===== config.mk =====
export PLATFORM = sky130hd
export DESIGN_NAME = gbe_tx_framer
export DESIGN_NICKNAME = d
export VERILOG_FILES = /design/src/rtl/gbe_pkg.sv /design/src/rtl/gbe_crc32_d8.sv /design/src/rtl/gbe_tx_framer.sv
export SDC_FILE = /design/constraint.sdc
export NUM_CORES = 1
export LEC_CHECK = 0
export ABC_AREA = 1
export CAP_MARGIN = 20
export CORE_MARGIN = 1.5
export CORE_UTILIZATION = 65
export CTS_BUF_LIST = sky130_fd_sc_hd__clkbuf_4
export CTS_CLUSTER_DIAMETER = 200
export CTS_CLUSTER_SIZE = 40
export DETAILED_ROUTE_END_ITERATION = 8
export DONT_BUFFER_PORTS = 1
export HOLD_SLACK_MARGIN = 0.05
export PLACE_DENSITY = 0.92
export SYNTH_ARGS = -nofsm -noshare
export SYNTH_HDL_FRONTEND = slang
export SYNTH_SLANG_ARGS = --single-unit

===== constraint.sdc =====
create_clock -name mac_clk -period 2.3 [get_ports mac_clk]
set_input_delay 0.115 -clock mac_clk [delete_from_list [all_inputs] [get_ports mac_clk]]
set_output_delay 0.115 -clock mac_clk [all_outputs]
set_load 0.02 [all_outputs]

===== src/rtl/gbe_pkg.sv =====
// -----------------------------------------------------------------------------
// gbe_pkg
// Shared constants and types for the gigabit Ethernet transmit path:
//   - preamble / SFD byte values and preamble length
//   - minimum frame length (payload before FCS) used for padding
//   - CRC-32 polynomial (normal form), initial value and good-frame residue
//   - transmit framer state encoding
//   - reverse32(): bit reversal helper (normal <-> reflected CRC forms)
// The PAD state only exists when GBE_TX_FRAMER_PAD_EN is defined.
// -----------------------------------------------------------------------------
package gbe_pkg;

  localparam logic [7:0]  PREAMBLE_BYTE = 8'h55;
  localparam logic [7:0]  SFD_BYTE      = 8'hD5;
  localparam int          PREAMBLE_LEN  = 7;
  localparam int          MIN_FRAME_LEN = 60;

  localparam logic [31:0] CRC_POLY      = 32'h04C11DB7;
  localparam logic [31:0] CRC_INIT      = 32'hFFFFFFFF;
  // Normal-form register value left after running the CRC over data + FCS.
  localparam logic [31:0] CRC_RESIDUE   = 32'hC704DD7B;

  typedef enum logic [2:0] {
    ST_IDLE     = 3'd0,
    ST_PREAMBLE = 3'd1,
    ST_SFD      = 3'd2,
    ST_DATA     = 3'd3,
`ifdef GBE_TX_FRAMER_PAD_EN
    ST_PAD      = 3'd4,
`endif
    ST_FCS      = 3'd5,
    ST_IFG      = 3'd6
  } tx_state_e;

  function automatic logic [31:0] reverse32(input logic [31:0] v);
    logic [31:0] r;
    for (int i = 0; i < 32; i++) r[i] = v[31-i];
    return r;
  endfunction

endpackage


===== src/rtl/gbe_crc32_d8.sv =====
// -----------------------------------------------------------------------------
// gbe_crc32_d8
// Combinational one-byte CRC-32 step in the reflected (LSB-first) form used by
// Ethernet: bit 0 of each byte is folded in first.
// Ports:
//   crc      in  32  current CRC register (reflected form)
//   data     in  8   byte to fold in
//   crc_next out 32  register value after folding in data
// -----------------------------------------------------------------------------
module gbe_crc32_d8
  import gbe_pkg::*;
(
  input  logic [31:0] crc,
  input  logic [7:0]  data,
  output logic [31:0] crc_next
);

  localparam logic [31:0] POLY_REFL = reverse32(CRC_POLY);

  always_comb begin
    // NOTE: the output gets a value before the loop so every path assigns it
    // and no latch is inferred; blocking '=' is right inside combinational code.
    crc_next = crc;
    for (int i = 0; i < 8; i++) begin
      if (crc_next[0] ^ data[i]) crc_next = (crc_next >> 1) ^ POLY_REFL;
      else                       crc_next = crc_next >> 1;
    end
  end

endmodule


===== src/rtl/gbe_tx_framer.sv =====
// -----------------------------------------------------------------------------
// gbe_tx_framer
// GMII transmit framer: wraps an upstream frame with preamble, SFD, optional
// padding to 60 bytes and a CRC-32 FCS, then enforces the inter-frame gap.
// Every GMII output is registered, so the wire shows what the FSM produced in
// the previous cycle (payload byte latency is one cycle).
//
// Build option: define GBE_TX_FRAMER_PAD_EN to pad short frames with 0x00 up
// to 60 bytes; without it frames go straight from payload to FCS.
//
// Parameters:
//   MAX_FRAME_LEN  bytes accepted before flagging oversize (must be < 2047)
//   IFG_CYCLES     idle wire cycles between back-to-back frames
// Ports:
//   mac_clk         in   1  clock, rising edge
//   mac_rst_n       in   1  asynchronous active-low reset
//   mac_tx_data     in   8  frame byte, destination MAC first
//   mac_tx_dvld     in   1  high from request until the last byte
//   mac_tx_ack      out  1  pulse: first byte sampled this cycle
//   gmii_txd        out  8  GMII transmit data
//   gmii_tx_en      out  1  GMII transmit enable
//   gmii_tx_er      out  1  GMII transmit error (oversize frames)
//   frame_sent      out  1  pulse with the last FCS byte on the wire
//   frame_oversize  out  1  pulse with the first byte beyond MAX_FRAME_LEN
// -----------------------------------------------------------------------------
module gbe_tx_framer
  import gbe_pkg::*;
#(
  parameter int MAX_FRAME_LEN = 1514,
  parameter int IFG_CYCLES    = 12
) (
  input  logic       mac_clk,
  input  logic       mac_rst_n,
  input  logic [7:0] mac_tx_data,
  input  logic       mac_tx_dvld,
  output logic       mac_tx_ack,
  output logic [7:0] gmii_txd,
  output logic       gmii_tx_en,
  output logic       gmii_tx_er,
  output logic       frame_sent,
  output logic       frame_oversize
);

  localparam logic [10:0] MAX_LEN = 11'(MAX_FRAME_LEN);
`ifdef GBE_TX_FRAMER_PAD_EN
  localparam logic [10:0] MIN_LEN = 11'(MIN_FRAME_LEN);
`endif
  // The IDLE cycle that accepts the next request also puts an idle byte on
  // the wire, so IFG itself lasts one cycle less than the wire gap.
  localparam logic [15:0] IFG_LAST = 16'((IFG_CYCLES > 1) ? IFG_CYCLES - 2 : 0);

  tx_state_e   state;
  logic [2:0]  pre_cnt;
  logic [15:0] ifg_cnt;
  logic [10:0] byte_cnt;
  logic [31:0] crc;
  logic [1:0]  fcs_idx;
  logic        first_data;
  logic        oversize;

  logic [7:0]  crc_byte;
  logic [31:0] crc_next;
  logic [31:0] fcs_val;
  logic [7:0]  fcs_byte;

  // Pad bytes fold in as zeros; the data input is only trusted inside DATA.
  assign crc_byte = (state == ST_DATA && mac_tx_dvld) ? mac_tx_data : 8'h00;
  assign fcs_val  = ~crc;
  assign fcs_byte = fcs_val[{fcs_idx, 3'b000} +: 8];

  assign mac_tx_ack = (state == ST_DATA) && first_data;

  gbe_crc32_d8 u_crc (
    .crc      (crc),
    .data     (crc_byte),
    .crc_next (crc_next)
  );

  always_ff @(posedge mac_clk or negedge mac_rst_n) begin
    if (!mac_rst_n) begin
      // NOTE: only control state and output registers live here, so every one
      // of them gets a reset value; mid-frame reset must leave nothing stale.
      state          <= ST_IDLE;
      pre_cnt        <= '0;
      ifg_cnt        <= '0;
      byte_cnt       <= '0;
      crc            <= CRC_INIT;
      fcs_idx        <= '0;
      first_data     <= 1'b0;
      oversize       <= 1'b0;
      gmii_txd       <= 8'h00;
      gmii_tx_en     <= 1'b0;
      gmii_tx_er     <= 1'b0;
      frame_sent     <= 1'b0;
      frame_oversize <= 1'b0;
    end else begin
      // NOTE: non-blocking '<=' everywhere in clocked logic so all registers
      // update from the same pre-edge values.
      frame_sent     <= 1'b0;
      frame_oversize <= 1'b0;

      case (state)
        ST_IDLE: begin
          gmii_txd   <= 8'h00;
          gmii_tx_en <= 1'b0;
          gmii_tx_er <= 1'b0;
          pre_cnt    <= '0;
          byte_cnt   <= '0;
          crc        <= CRC_INIT;
          fcs_idx    <= '0;
          oversize   <= 1'b0;
          if (mac_tx_dvld) state <= ST_PREAMBLE;
        end

        ST_PREAMBLE: begin
          gmii_txd   <= PREAMBLE_BYTE;
          gmii_tx_en <= 1'b1;
          if (pre_cnt == 3'(PREAMBLE_LEN - 1)) state <= ST_SFD;
          else                                  pre_cnt <= pre_cnt + 3'd1;
        end

        ST_SFD: begin
          gmii_txd   <= SFD_BYTE;
          gmii_tx_en <= 1'b1;
          first_data <= 1'b1;
          state      <= ST_DATA;
        end

        // The cycle that sees dvld low already emits the first pad or FCS
        // byte, keeping the wire contiguous.
        ST_DATA: begin
          first_data <= 1'b0;
          gmii_tx_en <= 1'b1;
          if (mac_tx_dvld) begin
            gmii_txd <= mac_tx_data;
            crc      <= crc_next;
            byte_cnt <= (&byte_cnt) ? byte_cnt : byte_cnt + 11'd1;
            if (!oversize && byte_cnt == MAX_LEN) begin
              oversize       <= 1'b1;
              frame_oversize <= 1'b1;
              gmii_tx_er     <= 1'b1;
            end else begin
              gmii_tx_er <= oversize;
            end
          end
`ifdef GBE_TX_FRAMER_PAD_EN
          else if (byte_cnt < MIN_LEN) begin
            gmii_txd   <= 8'h00;
            gmii_tx_er <= 1'b0;
            crc        <= crc_next;
            byte_cnt   <= byte_cnt + 11'd1;
            state      <= (byte_cnt == MIN_LEN - 11'd1) ? ST_FCS : ST_PAD;
          end
`endif
          else begin
            gmii_txd   <= fcs_byte;
            gmii_tx_er <= oversize;
            fcs_idx    <= fcs_idx + 2'd1;
            state      <= ST_FCS;
          end
        end

`ifdef GBE_TX_FRAMER_PAD_EN
        ST_PAD: begin
          gmii_txd   <= 8'h00;
          gmii_tx_en <= 1'b1;
          gmii_tx_er <= 1'b0;
          crc        <= crc_next;
          byte_cnt   <= byte_cnt + 11'd1;
          if (byte_cnt == MIN_LEN - 11'd1) state <= ST_FCS;
        end
`endif

        ST_FCS: begin
          gmii_txd   <= fcs_byte;
          gmii_tx_en <= 1'b1;
          gmii_tx_er <= oversize;
          fcs_idx    <= fcs_idx + 2'd1;
          if (fcs_idx == 2'd3) begin
            frame_sent <= 1'b1;
            ifg_cnt    <= '0;
            state      <= ST_IFG;
          end
        end

        ST_IFG: begin
          gmii_txd   <= 8'h00;
          gmii_tx_en <= 1'b0;
          gmii_tx_er <= 1'b0;
          if (ifg_cnt == IFG_LAST) state   <= ST_IDLE;
          else                     ifg_cnt <= ifg_cnt + 16'd1;
        end

        default: begin
          gmii_txd   <= 8'h00;
          gmii_tx_en <= 1'b0;
          gmii_tx_er <= 1'b0;
          state      <= ST_IDLE;
        end
      endcase
    end
  end

endmodule


==> flow_results.org <==
** Outcome
- The flow ran to the end, and the final reports show no timing, DRC or antenna violations.

** Route
- Via density per instance :: 6.17
- For this block, the routed nets add up to 15200 um of wire.
- Total number of vias :: 5438
- In the routed design, unresolved DRC markers number 0.
- Number of antenna-violating nets in the routed design :: 0
- The detailed router finished its first iteration with 483 violations.
- In the final routed layout, each cell accounts on average for 17.2 um.
- The pre-antenna-repair detailed-routing pass consisted of 5 iterations.

** Yosys
- Of the total synthesized cell area, the portion taken by AND, OR, NAND and NOR gates is 33.5%.
- Dominant cells by area after synthesis :: sky130_fd_sc_hd__dfrtp_1, sky130_fd_sc_hd__dfstp_2, sky130_fd_sc_hd__nand2_1
- Combinational family with the most area after synthesis :: simple AND/OR/NAND/NOR gates
- Of all flip-flops after synthesis, the portion carrying an async set or reset was 100%.
- For this run, the register share of the synthesized area comes to 38.2%.
- Multiplexer cells account for 0% of the synthesized area.
- The synthesized netlist contains 43 unique library cells.
- Register bit count reported by yosys :: 81
- The synthesized design devotes to its leading area cell type 22.7% of total area.
- The average instance in the mapped netlist occupies 7.21 sq um.
- Post-synth net total :: about 770
- Gate count of the mapped netlist :: 751
- Most used flip-flop cell after synthesis :: sky130_fd_sc_hd__dfrtp_1
- After Yosys synthesis, XOR and XNOR cells account for under 10% of the synthesized area.
- Post-synthesis instance area :: 5410 sq um
- Library cell with the largest summed area after synthesis :: sky130_fd_sc_hd__dfrtp_1
- Summing the areas of all fa, ha and maj instances in the mapped netlist gives approximately 1.6% of the synthesized area.
- Number of synthesized flops with an enable pin :: 0
- Summing the areas of all compound-gate instances in the mapped netlist gives between 10% and 20% of the synthesized area.
- YS warnings :: 0

** Critical path
- Worst setup SP type :: register
- For the worst setup path, the data required time is 2690 ps.
- In this run the worst path has a maximum fanout of 14.
- Nature of the critical path endpoint :: register
- Arrival time at the worst endpoint :: 2590 ps
- The critical path in this run is classified as register to register.

** Power
- The share of total power dissipated in combinational logic is between 50% and 60%.
- Cell area power density :: about 1400 nW/um^2
- Worst IR drop on VDD :: 0.723 mV
- Clock Power Share :: around an eighth
- Switching share of power :: around 52%
- Leakage power total :: 0.00284 uW
- P_sw :: 4170 uW
- The internal portion of the total power is 3860 uW.
- Fraction of power consumed by sequential logic :: 30.5%

** STA
- In this run the tightest slew margin relative to its limit is about three fifths.
- At the pin with the least slew margin, the transition time is 589 ps.
- Post-Route Skew :: about 35 ps
- Adding up every negative setup slack in the final design gives 0 ps.
- The hold violation total from the final report was 0.
- Final worst-path cycle share :: between 90 and 100%
- Highest clock rate :: about 0.45 GHz
- Setup repair after global routing could not meet its margin everywhere.
- The worst path meets setup with 95.4 ps of slack.
- Final Max Tran Viols :: 0
- Setup violation total in the final timing report :: 0
- Clock period minus final worst setup slack :: 2200 ps

** Clock tree
- Post-CTS setup-driven buffer insertion count :: 0
- Clock latency on the worst-skew pair, taken at its later pin, is between 400 and 500 ps.
- TritonCTS clock tree :: yes
- Counting the buffers created by CTS gives 9.
- CTS saw 81 sinks.
- The clock tree synthesis step divided the H-tree into 3 levels.
- No sink is reached through more buffers than the 2 on the longest clock path.
- CTS root buf :: sky130_fd_sc_hd__clkbuf_4
- Clock-pin slew was measured on the worst setup and hold paths at ~140 ps.

** Finish
- Commonest non-fill, non-tap cell in the layout :: sky130_fd_sc_hd__nand2_1
- Post-layout nets :: 789
- Compared with the post-synthesis result, the final layout area differs by 8.67%.
- Of the cells placed in the final design, the portion with a size suffix greater than 1 is 14.7%.
- Fill cell count :: between 600 and 700
- Excluding fillers, the count of instances in the completed layout stands at 881.
- Final cell area excluding filler cells :: 5880 sq um
- Total inserted antenna cells :: 0
- The library cells used most frequently in the layout, excluding fill and tap cells, are sky130_fd_sc_hd__nand2_1, sky130_fd_sc_hd__inv_1, sky130_fd_sc_hd__nand3_1.

** Floorplanning
- Floorplan Core Area :: 8130 sq um
- Measured along the y axis, the die boundary spans 94.3 um.
- Measured along the x axis, the die boundary spans 94.3 um.
- Initial standard-cell utilization of the core :: 66.5%
- Row generation in the floorplan step produced 33 rows.
- DIE AREA :: 8880 sq um
- Top-Level Pins :: 24

** Global routing
- After global routing the overflow that remains totals 0.
- Number of global-route vias before repair :: roughly 5300
- Global routing used 36.0% of the available tracks across all layers.
- Pin count of the biggest net entering global routing :: 82
- The initial antenna violation count was 0.
- First-pass GRT wire length :: 24700 um

** Hold path
- The tightest min-delay check is of the primary input to register type.

** Job
- # Max-Cap Violations :: 0

** Placed design
- After detailed placement, the total cell area comes to between 5000 and 6000 sq um.
- Total placed cells including tap cells :: 851
- Placer congestion estimate :: 0.990
- Input/output buffers :: 0
- Post-detailed-placement half-perimeter wirelength :: 10500 um
- Worst slack after detailed placement :: 125 ps
-- cells in the mapped netlist, types with 15 or more instances --
library cell and instances:
sky130_fd_sc_hd__dfstp_2 32, sky130_fd_sc_hd__nor3_1 15, sky130_fd_sc_hd__xor2_1 27, sky130_fd_sc_hd__nand2_1 221
sky130_fd_sc_hd__nand2_2 20, sky130_fd_sc_hd__o21ai_0 42, sky130_fd_sc_hd__a21oi_1 34, sky130_fd_sc_hd__inv_1 99
sky130_fd_sc_hd__o22ai_1 18, sky130_fd_sc_hd__nor2_1 43, sky130_fd_sc_hd__dfrtp_1 49, sky130_fd_sc_hd__nand3_1 57
-- power by group through the flow --
| stage | Combinational [uW] | Sequential, uW | Clock, uW |
|---|---|---|---|
| finish | 4580 | 2450 | 999 |
| global route | 5020 | 2480 | 1070 |
| CTS | 4410 | 2420 | 1000 |
| detailed placement | 4320 | 2440 | 0 |
| global placement | 4150 | 2430 | 0 |
| floorplan | 3350 | 2330 | 0 |
-- metrics by stage --
| step | util (%) | total power [uW] | hold WS, ps |
|---|---|---|---|
| after CTS | 72.0 | 7840 | 127 |
| final | 72.3 | 8030 | 150 |
| after detailed placement | 67.9 | 6760 | -179 |
| after floorplan | - | 5680 | -181 |
| after global placement | 67.9 | 6570 | -179 |
| after global routing | 72.3 | 8570 | 167 |
-- final timing paths --
check | start | to | slack (ps) | cells after the start
worst max-delay path | state[0] | crc[5] | 100 | 14
worst min-delay path | mac_tx_dvld | crc[25] | 150 | 6
worst max register to register | state[0] | crc[5] | 100 | 14
worst min register to register | oversize | frame_oversize | 420 | 1
max in group asynchronous | mac_rst_n | crc[0] | 1700 | 2
min in group asynchronous | mac_rst_n | byte_cnt[6] | 180 | 2
-- area by class of cell --
cell class / instances / area (sq um) / share of cell area [%]
clock inverter: 7 / 101 / 1.72
tap: 105 / 131 / 2.23
clock buffer: 9 / 67.6 / 1.15
timing repair buffer: 26 / 248 / 4.21
sequential: 81 / 2070 / 35.2
multi-input combinational: 548 / 2870 / 48.8
inverter: 105 / 395 / 6.72
-- critical path: stages, from the launching register on --
cell and delay [ps]:
sky130_fd_sc_hd__dfrtp_2 480, sky130_fd_sc_hd__nand2_2 110, sky130_fd_sc_hd__nor2_4 50, sky130_fd_sc_hd__nand2_4 190, sky130_fd_sc_hd__clkinv_2 150, sky130_fd_sc_hd__nand2_1 170
sky130_fd_sc_hd__nand2_1 80, sky130_fd_sc_hd__nand2_1 160, sky130_fd_sc_hd__nand2_1 90, sky130_fd_sc_hd__nand2_2 190, sky130_fd_sc_hd__xor2_1 230, sky130_fd_sc_hd__inv_1 80
sky130_fd_sc_hd__nand2_1 60, sky130_fd_sc_hd__nand3_1 60, sky130_fd_sc_hd__nand2_1 60
-- flip-flops by register name (all words and copies together), names as in the netlist --
name / count
gmii_tx_en: 1
state: 3
gmii_tx_er: 1
oversize: 1
fcs_idx: 2
frame_sent: 1
first_data: 1
gmii_txd: 8
byte_cnt: 11
crc: 32
ifg_cnt: 16
frame_oversize: 1
pre_cnt: 3
-- kinds of logic after synthesis --
| group | after synthesis |
|---|---|
| adders and majority gates | 7 |
| DFF | 81 |
| AOI/OAI and AO/OA | 112 |
| buffers and inverters | 122 |
| xor gates and xnor gates | 34 |
| and+or+nand+nor | 395 |
-- routing by layer --
metal | part of all wire (%) | up-vias | routed length, um | GRT usage, %
met2 | 48 | 350 | 7220 | 60.2
li1 | - | 2467 | - | -
met5 | 0 | - | 0 | 0
met4 | 5.5 | 0 | 831 | 22.3
met3 | 9.1 | 96 | 1390 | 7.12
met1 | 38 | 2525 | 5720 | 42.3
-- timing repair --
item,4_1_cts,5_1_grt
hold buffers,14,0
endpoints found under the hold margin,97,0
resized for setup,0,9
endpoints found under the setup margin,0,24
(Power assumes the default switching activity.)
